[src/rtl/duck_sprite_scheduler_pkg.sv]
// Shared types for the duck sprite layer: scheduler FSM states,
// screen coordinate type and the default transparent colour key.
package duck_pkg;

   typedef enum logic [2:0] {
      IDLE,
      CHECK,
      FETCH,
      RESOLVE,
      DONE
   } sched_state_t;

   typedef logic [9:0] coord_t;

   localparam logic [11:0] KEY_RGB_DEFAULT = 12'hAEA;

endpackage

[src/rtl/duck_sprite_scheduler_if.sv]
// Sprite ROM + palette bus shared with other layers.
// master: drives rom_addr/pal_index; slave: returns rom_index/pal_rgb.
interface duck_sprite_scheduler_if #(
   parameter int unsigned ADDR_W = 10
);
   logic [ADDR_W-1:0] rom_addr;
   logic [3:0]        rom_index;
   logic [3:0]        pal_index;
   logic [11:0]       pal_rgb;

   modport master (
      output rom_addr,
      output pal_index,
      input  rom_index,
      input  pal_rgb
   );

   modport slave (
      input  rom_addr,
      input  pal_index,
      output rom_index,
      output pal_rgb
   );
endinterface

[src/rtl/duck_sprite_scheduler_hit_test.sv]
// Combinational hit test of one sprite slot against a pixel.
// In: px,py pixel; x,y sprite top-left; active. Out: hit, ROM offset.
module duck_hit_test
   import duck_pkg::*;
#(
   parameter int unsigned SPR_W  = 32,
   parameter int unsigned SPR_H  = 32,
   parameter int unsigned ADDR_W = 10
) (
   input  coord_t            px,
   input  coord_t            py,
   input  coord_t            x,
   input  coord_t            y,
   input  logic              active,
   output logic              hit,
   output logic [ADDR_W-1:0] offset
);

   logic [10:0] dx;
   logic [10:0] dy;
   logic [31:0] dx_w;
   logic [31:0] dy_w;

   // 11-bit difference: bit 10 flags a pixel left/above the sprite,
   // so a 10-bit wrap never turns into a false hit.
   assign dx   = {1'b0, px} - {1'b0, x};
   assign dy   = {1'b0, py} - {1'b0, y};
   assign dx_w = 32'(dx);
   assign dy_w = 32'(dy);

   assign hit = active && !dx[10] && !dy[10]
             && (dx_w < SPR_W) && (dy_w < SPR_H);

   assign offset = ADDR_W'(dy_w * SPR_W + dx_w);

endmodule

[src/rtl/duck_sprite_scheduler.sv]
// Per-pixel duck sprite scheduler: scans slots in priority order,
// fetches ROM index, resolves palette, first non-key colour wins.
// Ports: Clk/Reset, pix_start+DrawX/DrawY request, per-slot duck_x/
// duck_y/duck_active, mem (ROM/palette bus), pix_* result, busy, overrun.
module duck_sprite_scheduler
   import duck_pkg::*;
#(
   parameter int unsigned NUM_DUCKS = 4,
   parameter int unsigned SPR_W     = 32,
   parameter int unsigned SPR_H     = 32,
   parameter int unsigned ADDR_W    = 10,
   parameter logic [11:0] KEY_RGB   = KEY_RGB_DEFAULT
) (
   input  logic                    Clk,
   input  logic                    Reset,
   input  logic                    pix_start,
   input  coord_t                  DrawX,
   input  coord_t                  DrawY,
   input  logic [NUM_DUCKS*10-1:0] duck_x,
   input  logic [NUM_DUCKS*10-1:0] duck_y,
   input  logic [NUM_DUCKS-1:0]    duck_active,
   duck_sprite_scheduler_if.master mem,
   output logic                    pix_valid,
   output logic                    pix_hit,
   output logic [2:0]              pix_slot,
   output logic [3:0]              red,
   output logic [3:0]              green,
   output logic [3:0]              blue,
   output logic                    busy,
   output logic                    overrun
);

   sched_state_t            state;
   logic [2:0]              k;
   coord_t                  px;
   coord_t                  py;
   logic [ADDR_W-1:0]       rom_addr_q;
   logic                    hit;
   logic [ADDR_W-1:0]       hit_off;
   logic [NUM_DUCKS*10-1:0] sx;
   logic [NUM_DUCKS*10-1:0] sy;
   logic [NUM_DUCKS-1:0]    sa;
   coord_t                  cur_x;
   coord_t                  cur_y;
   logic                    cur_act;
   logic                    last;

   // Slot k's fields, selected by shifting the packed slot vectors.
   always_comb begin
      sx      = duck_x >> (10 * int'(k));
      sy      = duck_y >> (10 * int'(k));
      sa      = duck_active >> k;
      cur_x   = sx[9:0];
      cur_y   = sy[9:0];
      cur_act = sa[0];
   end

   assign last = (32'(k) == NUM_DUCKS - 1);

   duck_hit_test #(
      .SPR_W  (SPR_W),
      .SPR_H  (SPR_H),
      .ADDR_W (ADDR_W)
   ) u_hit (
      .px     (px),
      .py     (py),
      .x      (cur_x),
      .y      (cur_y),
      .active (cur_act),
      .hit    (hit),
      .offset (hit_off)
   );

   assign mem.rom_addr  = rom_addr_q;
   assign mem.pal_index = (state == RESOLVE) ? mem.rom_index : 4'd0;
   assign busy          = (state != IDLE);

   always_ff @(posedge Clk) begin
      if (Reset) begin
         state      <= IDLE;
         k          <= '0;
         px         <= '0;
         py         <= '0;
         rom_addr_q <= '0;
         pix_valid  <= 1'b0;
         pix_hit    <= 1'b0;
         pix_slot   <= '0;
         red        <= '0;
         green      <= '0;
         blue       <= '0;
         overrun    <= 1'b0;
      end else begin
         pix_valid <= 1'b0;
         if (pix_start && state != IDLE)
            overrun <= 1'b1;
         case (state)
            IDLE: begin
               if (pix_start) begin
                  px    <= DrawX;
                  py    <= DrawY;
                  k     <= '0;
                  state <= CHECK;
               end
            end
            CHECK: begin
               if (hit) begin
                  rom_addr_q <= hit_off;
                  state      <= FETCH;
               end else if (last) begin
                  pix_hit   <= 1'b0;
                  pix_slot  <= '0;
                  red       <= '0;
                  green     <= '0;
                  blue      <= '0;
                  pix_valid <= 1'b1;
                  state     <= DONE;
               end else begin
                  k <= k + 3'd1;
               end
            end
            FETCH: state <= RESOLVE;
            RESOLVE: begin
               if (mem.pal_rgb != KEY_RGB) begin
                  red       <= mem.pal_rgb[11:8];
                  green     <= mem.pal_rgb[7:4];
                  blue      <= mem.pal_rgb[3:0];
                  pix_hit   <= 1'b1;
                  pix_slot  <= k;
                  pix_valid <= 1'b1;
                  state     <= DONE;
               end else if (last) begin
                  pix_hit   <= 1'b0;
                  pix_slot  <= '0;
                  red       <= '0;
                  green     <= '0;
                  blue      <= '0;
                  pix_valid <= 1'b1;
                  state     <= DONE;
               end else begin
                  k     <= k + 3'd1;
                  state <= CHECK;
               end
            end
            DONE:    state <= IDLE;
            default: state <= IDLE;
         endcase
      end
   end

endmodule
[src/flat_wrapper.sv]
// flat-port wrapper written by rule: the top's interface ports become plain ports
module duck_sprite_scheduler_flat import duck_pkg::*;
#(
   parameter int unsigned NUM_DUCKS = 4,
   parameter int unsigned SPR_W     = 32,
   parameter int unsigned SPR_H     = 32,
   parameter int unsigned ADDR_W    = 10,
   parameter logic [11:0] KEY_RGB   = KEY_RGB_DEFAULT
)
  (Clk, Reset, pix_start, DrawX, DrawY, duck_x, duck_y, duck_active, pix_valid, pix_hit, pix_slot, red, green, blue, busy, overrun, mem_rom_addr, mem_pal_index, mem_rom_index, mem_pal_rgb);
  duck_sprite_scheduler_if #(.ADDR_W(ADDR_W)) mem_i ();
  input  logic Clk;
  input  logic Reset;
  input  logic pix_start;
  input  coord_t DrawX;
  input  coord_t DrawY;
  input  logic [NUM_DUCKS*10-1:0] duck_x;
  input  logic [NUM_DUCKS*10-1:0] duck_y;
  input  logic [NUM_DUCKS-1:0] duck_active;
  output logic pix_valid;
  output logic pix_hit;
  output logic [2:0] pix_slot;
  output logic [3:0] red;
  output logic [3:0] green;
  output logic [3:0] blue;
  output logic busy;
  output logic overrun;
  output wire logic [$bits(mem_i.rom_addr)-1:0] mem_rom_addr;
  output wire logic [$bits(mem_i.pal_index)-1:0] mem_pal_index;
  input wire logic [$bits(mem_i.rom_index)-1:0] mem_rom_index;
  input wire logic [$bits(mem_i.pal_rgb)-1:0] mem_pal_rgb;
  assign mem_rom_addr = mem_i.rom_addr;
  assign mem_pal_index = mem_i.pal_index;
  assign mem_i.rom_index = mem_rom_index;
  assign mem_i.pal_rgb = mem_pal_rgb;
  duck_sprite_scheduler #(.NUM_DUCKS(NUM_DUCKS), .SPR_W(SPR_W), .SPR_H(SPR_H), .ADDR_W(ADDR_W), .KEY_RGB(KEY_RGB)) u_core (.Clk(Clk), .Reset(Reset), .pix_start(pix_start), .DrawX(DrawX), .DrawY(DrawY), .duck_x(duck_x), .duck_y(duck_y), .duck_active(duck_active), .mem(mem_i), .pix_valid(pix_valid), .pix_hit(pix_hit), .pix_slot(pix_slot), .red(red), .green(green), .blue(blue), .busy(busy), .overrun(overrun));
endmodule
[config.mk]
export PLATFORM = sky130hd
export DESIGN_NAME = duck_sprite_scheduler_flat
export DESIGN_NICKNAME = d
export VERILOG_FILES = /design/src/rtl/duck_sprite_scheduler_pkg.sv /design/src/rtl/duck_sprite_scheduler_if.sv /design/src/rtl/duck_sprite_scheduler_hit_test.sv /design/src/rtl/duck_sprite_scheduler.sv /design/src/flat_wrapper.sv
export SDC_FILE = /design/constraint.sdc
export NUM_CORES = 1
export LEC_CHECK = 0
export CORE_UTILIZATION = 40
export DETAILED_ROUTE_END_ITERATION = 8
export PLACE_DENSITY = 0.84
export SYNTH_ARGS = -nofsm -noshare
export SYNTH_HDL_FRONTEND = slang
export SYNTH_HIERARCHICAL = 1
export SYNTH_SLANG_ARGS = --single-unit
[constraint.sdc]
create_clock -name Clk -period 4.5 [get_ports Clk]
set_input_delay 1.125 -clock Clk [delete_from_list [all_inputs] [get_ports Clk]]
set_output_delay 1.125 -clock Clk [all_outputs]
set_load 0.03 [all_outputs]
**Word-level counts from Yosys, hierarchy flattened**

Index checks and enable logic that the tools add are counted.

- $add $sub $neg: 4
- Multiply operators: 1
- Divide/modulo/power cells: 0
- Order comparisons: 2
- Equality and inequality tests: 9
- Shift operators: 3
- Mux-type cells: 36
- Bitwise operators: 0
- Reduce and logical (&&, ||, !) cells: 16

Operator list:

| operator | count |
|---|---|
| $mux W4 | 10 |
| $shr A40 B32 Y10 | 1 |
| $shr A40 B7 Y10 | 1 |
| $mux W3 | 12 |
| $pmux W4 S2 | 3 |
| $lt A11 B6 Y1 const B | 2 |
| $sub A10 B10 Y11 | 2 |
| $ne A12 B12 Y1 const B | 1 |
| $pmux W3 S4 | 1 |
| $add A10 B10 Y10 | 1 |
| $eq A3 B2 Y1 const B | 3 |
| $pmux W3 S3 | 1 |
| $reduce_and A2 Y1 | 4 |
| $mul A3 B3 Y6 const A | 1 |
| $mux W1 | 6 |
| $ne A2 B2 Y1 const B | 3 |
| $pmux W3 S2 | 1 |
| $reduce_bool A3 Y1 | 2 |
| $logic_and A1 B1 Y1 | 5 |
| $pmux W1 S2 | 2 |
| $reduce_and A4 Y1 | 1 |
| $shr A4 B3 Y1 | 1 |
| $add A3 B1 Y3 const B | 1 |
| $eq A3 B1 Y1 const B | 1 |
| other kinds (4) | 5 |

- Register bits after elaboration: 54
- Latch bits: 0
- Bits in writable memories: 0
- Bits in read-only memories: 0
- Bits of input ports: 123
- Output and inout port bits: 33
- Logic and storage cells: 83
- Memories: 0

**Depth between registers and ports, before layout**

- Word-level depth: 10
- Gate-level depth with buffers: 20
- Gate-level depth less buffers: 18

**Cells and area by module**

Netlist, hierarchy kept.

Modules (own cells, without submodules):

| module | times used | cells each | area an instance (um2) | sequential area each (um2) |
|---|---|---|---|---|
| duck_sprite_scheduler | 1 | 278 | 2683.8 | 1081.0 |
| duck_hit_test | 1 | 165 | 1206.2 | 0.0 |

**Worst setup path before layout**

OpenSTA, ideal clock, no wires.

- Path kind: input -> register
- Start point: in duck_y[32]
- End point: reg u_core.red[2]
- Library setup time: 0.058 ns
- Data arrival time: 4.414 ns
- Required time: 4.442 ns
- Path slack: 0.028 ns
- Cell stages on the path: 16
- Path buffers: 2
- Path through: mux4_2 -> and2_1 -> inv_1 -> ha_1 -> a21o_1 -> a21boi_1 -> mux2_4 -> a2111oi_4 -> nand4b_1 -> a2111oi_2 -> nand2b_1 -> nand3_1 -> and3_1 -> buf_2 -> buf_4 -> a22o_2

- Longest elaborated chain between the ends: 8
- Elaborated cells on any way between the ends: 9
- Classes of those cells: add/sub: 1; order compare: 1; eq/ne: 1; shift: 1; reduce/logical: 5

RTL lines:

| what | line | RTL |
|---|---|---|
| start, declared | flat_wrapper.sv:18 | `input logic [NUM_DUCKS*10-1:0] duck_y;` |
| $shr A40 B32 Y10 (*) | duck_sprite_scheduler.sv:51 | `sy = duck_y >> (10 * int'(k));` |
| net u_core.sy[2] | duck_sprite_scheduler.sv:41 | `logic [NUM_DUCKS*10-1:0] sy;` |
| $sub A10 B10 Y11 (*) | duck_sprite_scheduler_hit_test.sv:27 | `assign dy = {1'b0, py} - {1'b0, y};` |
| parallel branches: the longest is 3 deep, another holds $lt A11 B6 Y1 | -- |  |
| $logic_and A1 B1 Y1 (*) | duck_sprite_scheduler_hit_test.sv:32 | `&& (dx_w < SPR_W) && (dy_w < SPR_H);` |
| net u_core.hit | duck_sprite_scheduler.sv:38 | `logic hit;` |
| $ne A2 B2 Y1 (no line) (*) | -- |  |
| $reduce_and A2 Y1 (no line) (*) | -- |  |
| end signal, assigned | duck_sprite_scheduler.sv:124 | `red <= mem.pal_rgb[11:8];` |
| end, declared | duck_sprite_scheduler.sv:26 | `output logic [3:0] red,` |

Mark *: on every way through the listed nets, which the timed path passes.
A chain may end at the register's enable or synchronous reset.

**Worst setup path after layout**

- Start point: in duck_x[22]
- End point: reg u_core.rom_addr_q[7], in the netlist u_core/mem.rom_addr[7]

- Longest elaborated chain between the ends: 8
- Elaborated cells on any way between the ends: 10
- Classes of those cells: add/sub: 2; order compare: 1; shift: 1; reduce/logical: 6

RTL lines:

| what | line | RTL |
|---|---|---|
| start, declared | flat_wrapper.sv:17 | `input logic [NUM_DUCKS*10-1:0] duck_x;` |
| $shr A40 B7 Y10 (*) | duck_sprite_scheduler.sv:50 | `sx = duck_x >> (10 * int'(k));` |
| net u_core.sx[2] | duck_sprite_scheduler.sv:40 | `logic [NUM_DUCKS*10-1:0] sx;` |
| $sub A10 B10 Y11 (*) | duck_sprite_scheduler_hit_test.sv:26 | `assign dx = {1'b0, px} - {1'b0, x};` |
| parallel branches: the longest is 3 deep, another holds $lt A11 B6 Y1 | -- |  |
| $logic_and A1 B1 Y1 (*) (2 in a row) | duck_sprite_scheduler_hit_test.sv:32 |  |
| net u_core.hit | duck_sprite_scheduler.sv:38 |  |
| $reduce_and A2 Y1 (no line) (*) | -- |  |
| end signal, assigned | duck_sprite_scheduler.sv:107 | `rom_addr_q <= hit_off;` |
| end, declared | duck_sprite_scheduler.sv:37 | `logic [ADDR_W-1:0] rom_addr_q;` |

Marks and branches as above.

==> reports/qor.csv <==
metric,value,unit
status,"complete, but fails checks",
violations,negative setup slack,
finalHoldViolations,0,
synthTopCellsByArea,"dfxtp_1 (28%), mux4_2 (12%), ha_1 (8.4%)",
crit_path_start_kind,primary input,
synth_top_area_share,27.8,%
htreeDepth,2,
cp_num_buf_inv,4,
path_cells,clkdlybuf4s50_1 -> mux4_2 -> and2_1 -> inv_2 -> ha_4 -> a211oi_4 -> o21ai_2 -> o311a_1 -> nand4b_1 -> a2111oi_4 -> nand2b_1 -> buf_4 -> nor2_4 -> buf_6 -> nand2_1 -> a21oi_1,
r2r-start,u_core/k[0],
gp_congestion,0.849,
cp_top_family,compound AO/OA/AOI/OAI gates,
maxCapViolCount,0,
cpPeakStageDelay,0.48,ns
slew_headroom,45.2,%
cp-startpoint,duck_x[22],
hold_end,u_core/mem.rom_addr[3],
clk-insertion-delay-late,0.32,ns
coreArea,9330,um2
clockPowerShare,20.5,%
clock_path_buffers,2,
clkTransAtPathRegs,0.10,ns
drtIter0Drc,217,
seq_area_frac_synth,27.8,%
syn2layout_area_growth,67.7,%
seq_area,1080,um2
switching_share,32.8,%
vdd_drop_max,156,uV
endpoint_kind,flip-flop,
critPathKind,in2reg,
first_pass_iters,5,
worst_slack,-0.0102,ns
grt_pass1_vias,4597,
place.detailed.hpwl,9460,um
dieArea,10100,um2
synth_edf_count,0,
hold_class,reg2reg,
place_inst,761,
num_vias,4297,
finalNonFillerCells,776,
path_max_fanout,5,
clockRootBuffer,clkbuf_8,
floorplan.rows,35,
diodes,0,
skew,0.00448,ns
synth.most_common_cell,nand2_1,
synth_area_per_cell,8.78,um2
initial_core_util,41.7,%
arrival,4.75,ns
syn_area,3890,um2
pwr-share-seq,33.9,%
ys_ff_latch,54,
die_w,101,um
grt_pass1_wl,20700,um
routed_wirelength,14200,um
fin_area,6520,um2
utilization,69.9,%
io_pins,156,
worstHoldStart,u_core/mem.rom_addr[3],
internal_power,1.00,mW
p_sw,488,uW
worstHoldPathCells,2,
num-fill-cells,633,
timing.final.setup_violations,1,
r2r_end,u_core/mem.rom_addr[7],
nets,798,
r2r_cells,18,
cellLeakagePower,2.78,nW
reg2reg_slack,0.24,ns
slowest_stage,mux4_2,
drive_above_1_share,25.7,%
tritoncts,built,
cts_buffers,5,
synth_cell_types,59,
antenna_found_initial,0,
p_per_area,228,nW/um2
clock_sinks,54,
ant_nets,0,
syn-instance-count,443,
yosys.area.top_type,dfxtp_1,
grt_max_degree,41,
required,4.74,ns
ys.flop_type,dfxtp_1,
synthTopCellsByCount,"nand2_1 (69), dfxtp_1 (54), a21oi_1 (45)",
slew_viol_final,0,
fin_crit,4.51,ns
max_freq,222,MHz
route.detailed.wl_per_inst,18.3,um
grtUsageTotal,26.0,%
p_comb_share,45.6,%
drc_errors,0,
placed_area,5930,um2
yosysWarningCount,6,
synthArstFlopShare,0,%
portBuffers,155,
finalCritPeriodShare,100,%
die_y,101,um
synth.net_count,595,
viasPerCell,5.54,
cts-hold-fix-buffers,0,
place_ws,-0.616,ns
worstMarginPinSlew,0.822,ns
overflow,0,
multi_input_area,2900,um2
worst max path at each step:
stage | end | slack (ns) | cells after the start
final | u_core/mem.rom_addr[7] | -0.01 | 16
after global routing | u_core/mem.rom_addr[7] | -0.1 | 17
after CTS | u_core/k[0] | 0.00005 | 16
after detailed placement | u_core/k[0] | -0.62 | 17
after global placement | u_core/mem.rom_addr[4] | -0.51 | 16
after floorplan | u_core/red[2] | 0.03 | 16
cell families (layout without fill, tap and decap cells):
group / count (synthesis) / count (layout) / synth area share [%]
DFF: 54 / 54 / 27.8
muxes: 25 / 25 / 13.3
AOI/OAI and AO/OA: 109 / 109 / 19.8
adders and majority gates: 29 / 29 / 9.91
xor gates and xnor gates: 12 / 12 / 3.06
buffers and inverters: 65 / 269 / 7.08
and+or+nand+nor: 149 / 149 / 19.0
layout by cell type, fill, tap and decap left out, types with 4 or more instances in the layout:
cell type        instances
and3_1                   6
mux4_2                  21
nand2_1                 65
nor3_1                   7
a22o_1                  14
and2_4                   7
dfxtp_1                 53
a21oi_1                 40
buf_4                   59
and2_1                  15
dlymetal6s2s_1          22
inv_2                    5
a21o_1                   7
buf_6                    4
xnor2_1                  8
ha_4                    11
inv_4                    4
a21oi_2                  5
ha_1                    13
inv_1                   33
nand2b_1                 5
nand4b_1                 4
o21ai_0                  5
clkbuf_8                 6
nor2_1                  14
clkdlybuf4s50_1        133
stage by stage:
step                setup TNS [ns]  power, mW  hold WS, ns
finish                     -0.0102       1.49        0.465
global route                -0.504       1.55        0.488
CTS                              0       1.39        0.464
detailed placement          -18.15       1.07        0.449
global placement            -15.12       1.05        0.446
floorplan                        0      0.816        0.436
final cells by class:
class | instances | area share [%]
timing repair buffer | 219 | 32.4
sequential | 54 | 16.6
multi-input combinational | 324 | 44.4
clock buffer | 6 | 1.27
clock inverter | 2 | 0.249
inverter | 42 | 2.57
tap | 129 | 2.47
power by group through the flow:
stage | Sequential [mW] | Clock, mW | Combinational [mW]
2_1_floorplan | 0.507 | 0 | 0.308
6_report | 0.505 | 0.305 | 0.679
3_5_place_dp | 0.513 | 0 | 0.559
5_1_grt | 0.507 | 0.326 | 0.722
4_1_cts | 0.502 | 0.307 | 0.581
3_3_place_gp | 0.512 | 0 | 0.540
flip-flops by register name, summed over array words and instances, names as in the netlist:
| signal | flops |
|---|---|
| u_core/pix_hit | 1 |
| u_core/pix_valid | 1 |
| u_core/px | 10 |
| u_core/mem.rom_addr | 10 |
| u_core/overrun | 1 |
| u_core/state | 3 |
| u_core/red | 4 |
| u_core/k | 3 |
| u_core/py | 10 |
| u_core/pix_slot | 3 |
| u_core/green | 4 |
| u_core/blue | 4 |
what timing repair did:
| item | 4_1_cts | 5_1_grt |
|---|---|---|
| gates resized for setup | 22 | 90 |
| pin swaps | 10 | 27 |
| setup buffers | 2 | 4 |
| gates cloned | 1 | 0 |
| endpoints found under the setup margin | 32 | 30 |
worst min-delay path, delay by kind of cell, from the launching register on:
kind               cells  cell delay [ns]
and+or+nand+nor        1             0.05
AOI/OAI and AO/OA      1             0.05
DFF                    1             0.33
layer usage:
layer / part of all wire, % / global-route usage [%]
met5: 0 / 0
met4: 3.3 / 10.3
met3: 8.4 / 7.21
met2: 51 / 48.6
met1: 37 / 27.6
Power figures use the tool's default switching activity.
